$ cat src/rtl/clk_div_pkg.sv
// Shared types and constants for the programmable clock divider.
package clk_div_pkg;

  // Controller states: stopped, running, running with a ratio change queued.
  typedef enum logic [1:0] {
    StOff  = 2'd0,
    StRun  = 2'd1,
    StPend = 2'd2
  } div_state_e;

  // Smallest divide ratio that still yields a high and a low phase.
  localparam int unsigned DIV_MIN     = 2;
  localparam int unsigned DIV_RST_DEF = 2;

endpackage

$ cat src/rtl/clk_div_ctrl_if.sv
// Control/status bundle between a requester and the clock divider.
interface clk_div_ctrl_if #(
  parameter int unsigned DIV_W = 4
);
  logic             en;
  logic             cfg_req;
  logic [DIV_W-1:0] cfg_div;
  logic             cfg_ack;
  logic             cfg_err;
  logic             clk_out;
  logic             busy;
  logic [DIV_W-1:0] div_cur;

  modport master (
    output en, cfg_req, cfg_div,
    input  cfg_ack, cfg_err, clk_out, busy, div_cur
  );

  modport slave (
    input  en, cfg_req, cfg_div,
    output cfg_ack, cfg_err, clk_out, busy, div_cur
  );
endinterface

$ cat src/rtl/clk_div_core.sv
// Period counter and registered divided-clock output.
module clk_div_core #(
  parameter int unsigned DIV_W = 4
) (
  input  logic             clk,
  input  logic             rst_n,
  input  logic             run,
  input  logic             load,
  input  logic [DIV_W-1:0] div,
  output logic             at_boundary,
  output logic             clk_out
);

  logic [DIV_W-1:0] cnt_q, cnt_d;
  logic             clk_out_q, clk_out_d;
  logic [DIV_W:0]   half;

  // Next count and next output level; high while cnt < ceil(div/2).
  always_comb begin
    half        = ({1'b0, div} + {{DIV_W{1'b0}}, 1'b1}) >> 1;
    at_boundary = (cnt_q == div - 1'b1);
    cnt_d       = '0;
    clk_out_d   = 1'b0;
    if (run) begin
      if (load || at_boundary) begin
        cnt_d     = '0;
        clk_out_d = 1'b1;
      end else begin
        cnt_d     = cnt_q + 1'b1;
        clk_out_d = ({1'b0, cnt_d} < half);
      end
    end
  end

  // Counter and output register.
  always_ff @(posedge clk or negedge rst_n) begin
    if (!rst_n) begin
      cnt_q     <= '0;
      clk_out_q <= 1'b0;
    end else begin
      cnt_q     <= cnt_d;
      clk_out_q <= clk_out_d;
    end
  end

  assign clk_out = clk_out_q;

endmodule

$ cat src/rtl/clk_div_ctrl.sv
// Clock divider controller: run/stop FSM, ratio handshake and ratio registers.
module clk_div_ctrl
  import clk_div_pkg::*;
#(
  parameter int unsigned DIV_W   = 4,
  parameter int unsigned DIV_RST = DIV_RST_DEF
) (
  input logic           clk,
  input logic           rst_n,
  clk_div_ctrl_if.slave bus
);

  localparam logic [DIV_W-1:0] DivMin = DIV_W'(DIV_MIN);
  localparam logic [DIV_W-1:0] DivRst = DIV_W'(DIV_RST);

  div_state_e       st_q, st_d;
  logic [DIV_W-1:0] div_cur_q, div_cur_d;
  logic [DIV_W-1:0] div_nxt_q, div_nxt_d;
  logic             ack_q, err_q;
  logic             done_q, done_d;
  logic             req_new, req_ok, req_bad, accept;
  logic             core_bnd, bnd, run, load;

  // Request decode; done_q blocks a held request from being answered twice.
  always_comb begin
    req_new = bus.cfg_req && !done_q;
    req_ok  = req_new && (bus.cfg_div >= DivMin);
    req_bad = req_new && (bus.cfg_div < DivMin);
    accept  = req_ok && (st_q != StPend);
    bnd     = core_bnd && (st_q != StOff);
  end

  // State register.
  always_ff @(posedge clk or negedge rst_n) begin
    if (!rst_n) st_q <= StOff;
    else        st_q <= st_d;
  end

  // Next state: stops and ratio changes only take effect on a period boundary.
  always_comb begin
    st_d = st_q;
    unique case (st_q)
      StOff: begin
        if (bus.en) st_d = StRun;
      end
      StRun: begin
        if (bnd && !bus.en) st_d = StOff;
        else if (accept)    st_d = StPend;
      end
      StPend: begin
        if (bnd) st_d = bus.en ? StRun : StOff;
      end
      default: st_d = StOff;
    endcase
  end

  // FSM outputs: core control and busy flag.
  always_comb begin
    run      = (st_d != StOff);
    load     = (st_q == StOff);
    bus.busy = (st_q == StPend);
  end

  // Ratio registers; a request accepted while stopped (or stopping) lands directly.
  always_comb begin
    div_cur_d = div_cur_q;
    div_nxt_d = div_nxt_q;
    done_d    = bus.cfg_req ? (done_q || accept || req_bad) : 1'b0;
    unique case (st_q)
      StOff: begin
        if (accept) div_cur_d = bus.cfg_div;
      end
      StRun: begin
        if (accept) begin
          if (bnd && !bus.en) div_cur_d = bus.cfg_div;
          else                div_nxt_d = bus.cfg_div;
        end
      end
      StPend: begin
        if (bnd) div_cur_d = div_nxt_q;
      end
      default: ;
    endcase
  end

  // Handshake pulses and ratio state.
  always_ff @(posedge clk or negedge rst_n) begin
    if (!rst_n) begin
      div_cur_q <= DivRst;
      div_nxt_q <= DivRst;
      ack_q     <= 1'b0;
      err_q     <= 1'b0;
      done_q    <= 1'b0;
    end else begin
      div_cur_q <= div_cur_d;
      div_nxt_q <= div_nxt_d;
      ack_q     <= accept;
      err_q     <= req_bad;
      done_q    <= done_d;
    end
  end

  assign bus.cfg_ack = ack_q;
  assign bus.cfg_err = err_q;
  assign bus.div_cur = div_cur_q;

  clk_div_core #(
    .DIV_W (DIV_W)
  ) u_core (
    .clk         (clk),
    .rst_n       (rst_n),
    .run         (run),
    .load        (load),
    .div         (div_cur_q),
    .at_boundary (core_bnd),
    .clk_out     (bus.clk_out)
  );

endmodule
$ cat src/flat_wrapper.sv
// flat-port wrapper written by rule: the top's interface ports become plain ports
module clk_div_ctrl_flat import clk_div_pkg::*;
#(
  parameter int unsigned DIV_W   = 4,
  parameter int unsigned DIV_RST = DIV_RST_DEF
)
  (clk, rst_n, bus_en, bus_cfg_req, bus_cfg_div, bus_cfg_ack, bus_cfg_err, bus_clk_out, bus_busy, bus_div_cur);
  clk_div_ctrl_if #(.DIV_W(DIV_W)) bus_i ();
  input logic clk;
  input logic rst_n;
  input wire logic [$bits(bus_i.en)-1:0] bus_en;
  input wire logic [$bits(bus_i.cfg_req)-1:0] bus_cfg_req;
  input wire logic [$bits(bus_i.cfg_div)-1:0] bus_cfg_div;
  output wire logic [$bits(bus_i.cfg_ack)-1:0] bus_cfg_ack;
  output wire logic [$bits(bus_i.cfg_err)-1:0] bus_cfg_err;
  output wire logic [$bits(bus_i.clk_out)-1:0] bus_clk_out;
  output wire logic [$bits(bus_i.busy)-1:0] bus_busy;
  output wire logic [$bits(bus_i.div_cur)-1:0] bus_div_cur;
  assign bus_i.en = bus_en;
  assign bus_i.cfg_req = bus_cfg_req;
  assign bus_i.cfg_div = bus_cfg_div;
  assign bus_cfg_ack = bus_i.cfg_ack;
  assign bus_cfg_err = bus_i.cfg_err;
  assign bus_clk_out = bus_i.clk_out;
  assign bus_busy = bus_i.busy;
  assign bus_div_cur = bus_i.div_cur;
  clk_div_ctrl #(.DIV_W(DIV_W), .DIV_RST(DIV_RST)) u_core (.clk(clk), .rst_n(rst_n), .bus(bus_i));
endmodule
$ cat config.mk
export PLATFORM = sky130hd
export DESIGN_NAME = clk_div_ctrl_flat
export DESIGN_NICKNAME = d
export VERILOG_FILES = /design/src/rtl/clk_div_pkg.sv /design/src/rtl/clk_div_ctrl_if.sv /design/src/rtl/clk_div_core.sv /design/src/rtl/clk_div_ctrl.sv /design/src/flat_wrapper.sv
export SDC_FILE = /design/constraint.sdc
export NUM_CORES = 1
export LEC_CHECK = 0
export CAP_MARGIN = 20
export CORE_MARGIN = 1
export CORE_UTILIZATION = 45
export CTS_BUF_LIST = sky130_fd_sc_hd__clkbuf_8
export CTS_CLUSTER_SIZE = 40
export DETAILED_ROUTE_END_ITERATION = 10
export PLACE_DENSITY = 0.72
export SYNTH_ARGS = -nofsm -noshare
export SYNTH_HDL_FRONTEND = slang
export SYNTH_SLANG_ARGS = --single-unit
$ cat constraint.sdc
create_clock -name clk -period 2.1 [get_ports clk]
set_input_delay 0.42 -clock clk [delete_from_list [all_inputs] [get_ports clk]]
set_output_delay 0.42 -clock clk [all_outputs]
set_load 0.02 [all_outputs]
==> qor.txt <==
outcome -> completed
Buf+Inv Stages, Crit Path -> 3
Slowest-stage cell, CP -> clkdlybuf4s50_1
nets@finish -> 139
# hold bufs at CTS -> 0
Post-CTS Setup Bufs -> 0
Peak Freq -> 0.4943 GHz
post-layout min period -> 2.023 ns
synthesized area per cell -> 10.67 sq um
GP Congestion -> 0.8181
Unique masters post-synth -> 26
GRT overflow -> 0
Max Slew Vio Count -> 0
met3 routed WL -> 41 um
CTS max path bufs -> 2
TritonCTS Buffers -> 3
Post-Synthesis Cell Area -> 992.2 sq um
die area -> 2397 sq um
HP Class -> input pin to async pin
TritonCTS clock tree -> yes
number of port buffers -> 15
Worst Setup Start Kind -> register
cells resized by post-CTS repair -> 0
# rows -> 16
initial drt markers -> 5
RSZ-0062 raised after global routing -> no
DRC violations left -> 0
die height -> 48.96 um
Final Total Pwr -> 0.002100 W
yosys warns -> 0
Post-Layout Cell Count -> 151
routed wl met2 -> 951 um
clock root cell -> clkbuf_8
cell accounting for the most synthesized area -> dfrtp_1
routed len/inst -> 12.70 um
Yosys reg bits -> 18
HPWL Detailed -> 1518 um
initial core utilization -> 49.07%
routed via count -> 766
htree depth -> 1
Cell Pwr Density -> 1556 nW/um^2
CP Cell Sequence -> inv_1 > nand2_1 > clkinv_1 > clkdlybuf4s50_1
clk sinks -> 18
sequential area share after synthesis -> 45.65%
Gate power share -> 57.1%
CP Class -> register to primary output
VDD IR max -> 0.8272 mV
synth top area cells -> dfrtp_1 (40%), ha_1 (7.6%), xnor2_1 (7.1%)
clock-pin slew on the worst setup and hold paths -> 0.07 ns
Switch Pwr -> 0.0008148 W
GRT Util Overall -> 18.90%
max-cap check violation count -> 0
share of layout cells above drive strength 1 -> 25.81%
top-area cell type share of the netlist area -> 40.35%
Leak Pwr -> 0.6109 nW
number of cells produced by synthesis -> 93
largest stage delay on the critical path -> 0.59 ns
ANT cells -> 0
Worst EP required -> 1.68 ns
vias in the first global route -> 796
Util after Layout -> 66.77%
Tightest Pin Transition -> 0.3409 ns
ANT nets after route -> 0
IO Count -> 16
Highest Signal Layer -> met4
Top delay family on crit path -> buffers and inverters
latest clock arrival within the worst-skew pair -> 0.25 ns
DRT Pass-1 Iters -> 4
Sw Ratio -> 38.80%
final setup fails -> 0
Clk pwr share -> 13.3%
register share of total power -> 29.6%
first-pass GRT wire length -> 3374 um
Synth Net Count -> 107
area grow syn2layout -> 36.07%
routed wire length -> 1918 um
Hold Vio Cnt, Final -> 0
DP Cell Count -> 147
CORE AREA -> 2022 sq um
Critical Path AT -> 1.60 ns
Die X -> 48.96 um
post-DR vias/cell -> 5.073
max_slew headroom -> 77.10%
worst-path fanout max -> 6
wl on met1 -> 887 um
Layout Skew -> 0.001011 ns
Final period util -> 96.34%
Critical Path End Type -> primary output
P_int -> 0.001285 W
initial antenna violation count -> 0
largest net degree at the start of global routing -> 19
Fin Hold WS -> 0.5014 ns
-- routing by layer --
layer	GRT usage (%)	vias to the layer above
met1	22.69	359
li1	-	389
met2	32.64	13
met5	0	-
met3	3.115	5
met4	9.314	0
-- power groups by stage --
stage          Sequential (W)  Combinational, W  Clock (W)
6_report             0.000621           0.00120   0.000279
3_3_place_gp         0.000619           0.00118          0
4_1_cts              0.000623           0.00122   0.000287
2_1_floorplan        0.000684          0.000772          0
5_1_grt              0.000640           0.00131   0.000303
3_5_place_dp         0.000630           0.00121          0
-- worst paths after layout --
path	slack, ns	end	cells past startpoint	start
worst min-delay path	0.50	u_core.u_core.cnt_q[2]	2	rst_n
worst min register to register	0.50	u_core.done_q	1	u_core.done_q
max in group asynchronous	1.34	u_core.div_nxt_q[1]	2	rst_n
worst max-delay path	0.08	bus_busy	4	u_core.st_q[0]
worst max register to register	0.12	u_core.div_nxt_q[2]	7	u_core.bus.div_cur[1]
min in group clk	0.50	u_core.done_q	1	u_core.done_q
-- cells in the mapped netlist --
cell      instances
a211oi_1          2
a21o_2            2
a21oi_1           5
a22oi_1           1
clkinv_1          1
dfrtp_1          16
dfstp_2           2
ha_1              6
inv_1             6
mux2_2            6
mux2i_1           4
nand2_1          11
nand2b_1          1
nand3_1           4
nor2_1            3
nor2b_1           2
nor3_1            4
nor4_1            1
nor4_4            1
o21a_1            1
o21ai_0           1
o21bai_1          1
o31a_2            1
o32ai_1           1
xnor2_1           8
xor2_1            2
-- final cells by class --
| class | instances | area [sq um] |
|---|---|---|
| Inverter | 7 | 26.28 |
| Tap cell | 27 | 33.78 |
| Sequential cell | 18 | 452.9 |
| Clock buffer | 4 | 55.05 |
| Fill cell | 150 | 671.9 |
| Timing Repair Buffer | 27 | 240.2 |
| Multi-Input combinational cell | 68 | 541.8 |
-- cell usage in the layout (no fill, tap or decap) --
cell and instances:
ha_1 5, xor2_1 2, ha_4 1, nor2_1 3
mux2_2 6, xnor2_1 7, a21oi_1 4, a21oi_2 1
o21a_1 1, nand3_1 4, nor2b_1 2, nor4_4 1
mux2i_1 4, clkbuf_8 4, a22oi_2 1, o21bai_1 1
o32ai_1 1, a211oi_1 2, nor4_1 1, nand2b_1 1
a21o_2 2, nor3_1 4, nand2_1 11, dfstp_2 2
dfrtp_1 16, o31a_2 1, buf_4 12, clkinv_1 1
clkdlybuf4s50_1 15, inv_1 6, o21ai_0 1, xnor2_2 1
-- sequential cells by signal (all words and copies together), names as in the netlist --
register / flops
u_core.bus.cfg_ack: 1
u_core.bus.cfg_err: 1
u_core.bus.div_cur: 4
u_core.div_nxt_q: 4
u_core.done_q: 1
u_core.st_q: 2
u_core.u_core.clk_out: 1
u_core.u_core.cnt_q: 4
-- logic make-up after synthesis --
kind of cell               after synthesis  synth area share (%)
AOI/OAI and AO/OA                       15                 10.47
muxes                                   10                 10.84
xor gates and xnor gates                10                 8.828
DFF                                     18                 45.65
buffers and inverters                    7                 2.648
adders and majority gates                6                 7.566
and+or+nand+nor                         27                 14.00
-- metrics by stage --
step	area (sq um)	TNS (ns)	setup WS, ns
2_1_floorplan	1021	0	0.04074
3_3_place_gp	1295	-0.04239	-0.01218
3_5_place_dp	1295	-0.3483	-0.07083
4_1_cts	1350	0	0.08019
5_1_grt	1350	0	0.006808
6_report	1350	0	0.07689
-- worst reg2reg max path, cell delays in order, from the launching register on --
cell and delay (ns):
dfstp_2 0.53, inv_1 0.07, ha_4 0.15, xnor2_1 0.13, xnor2_1 0.24, nor4_4 0.08, a21oi_2 0.28, mux2_2 0.38
(Power assumes the default switching activity.)
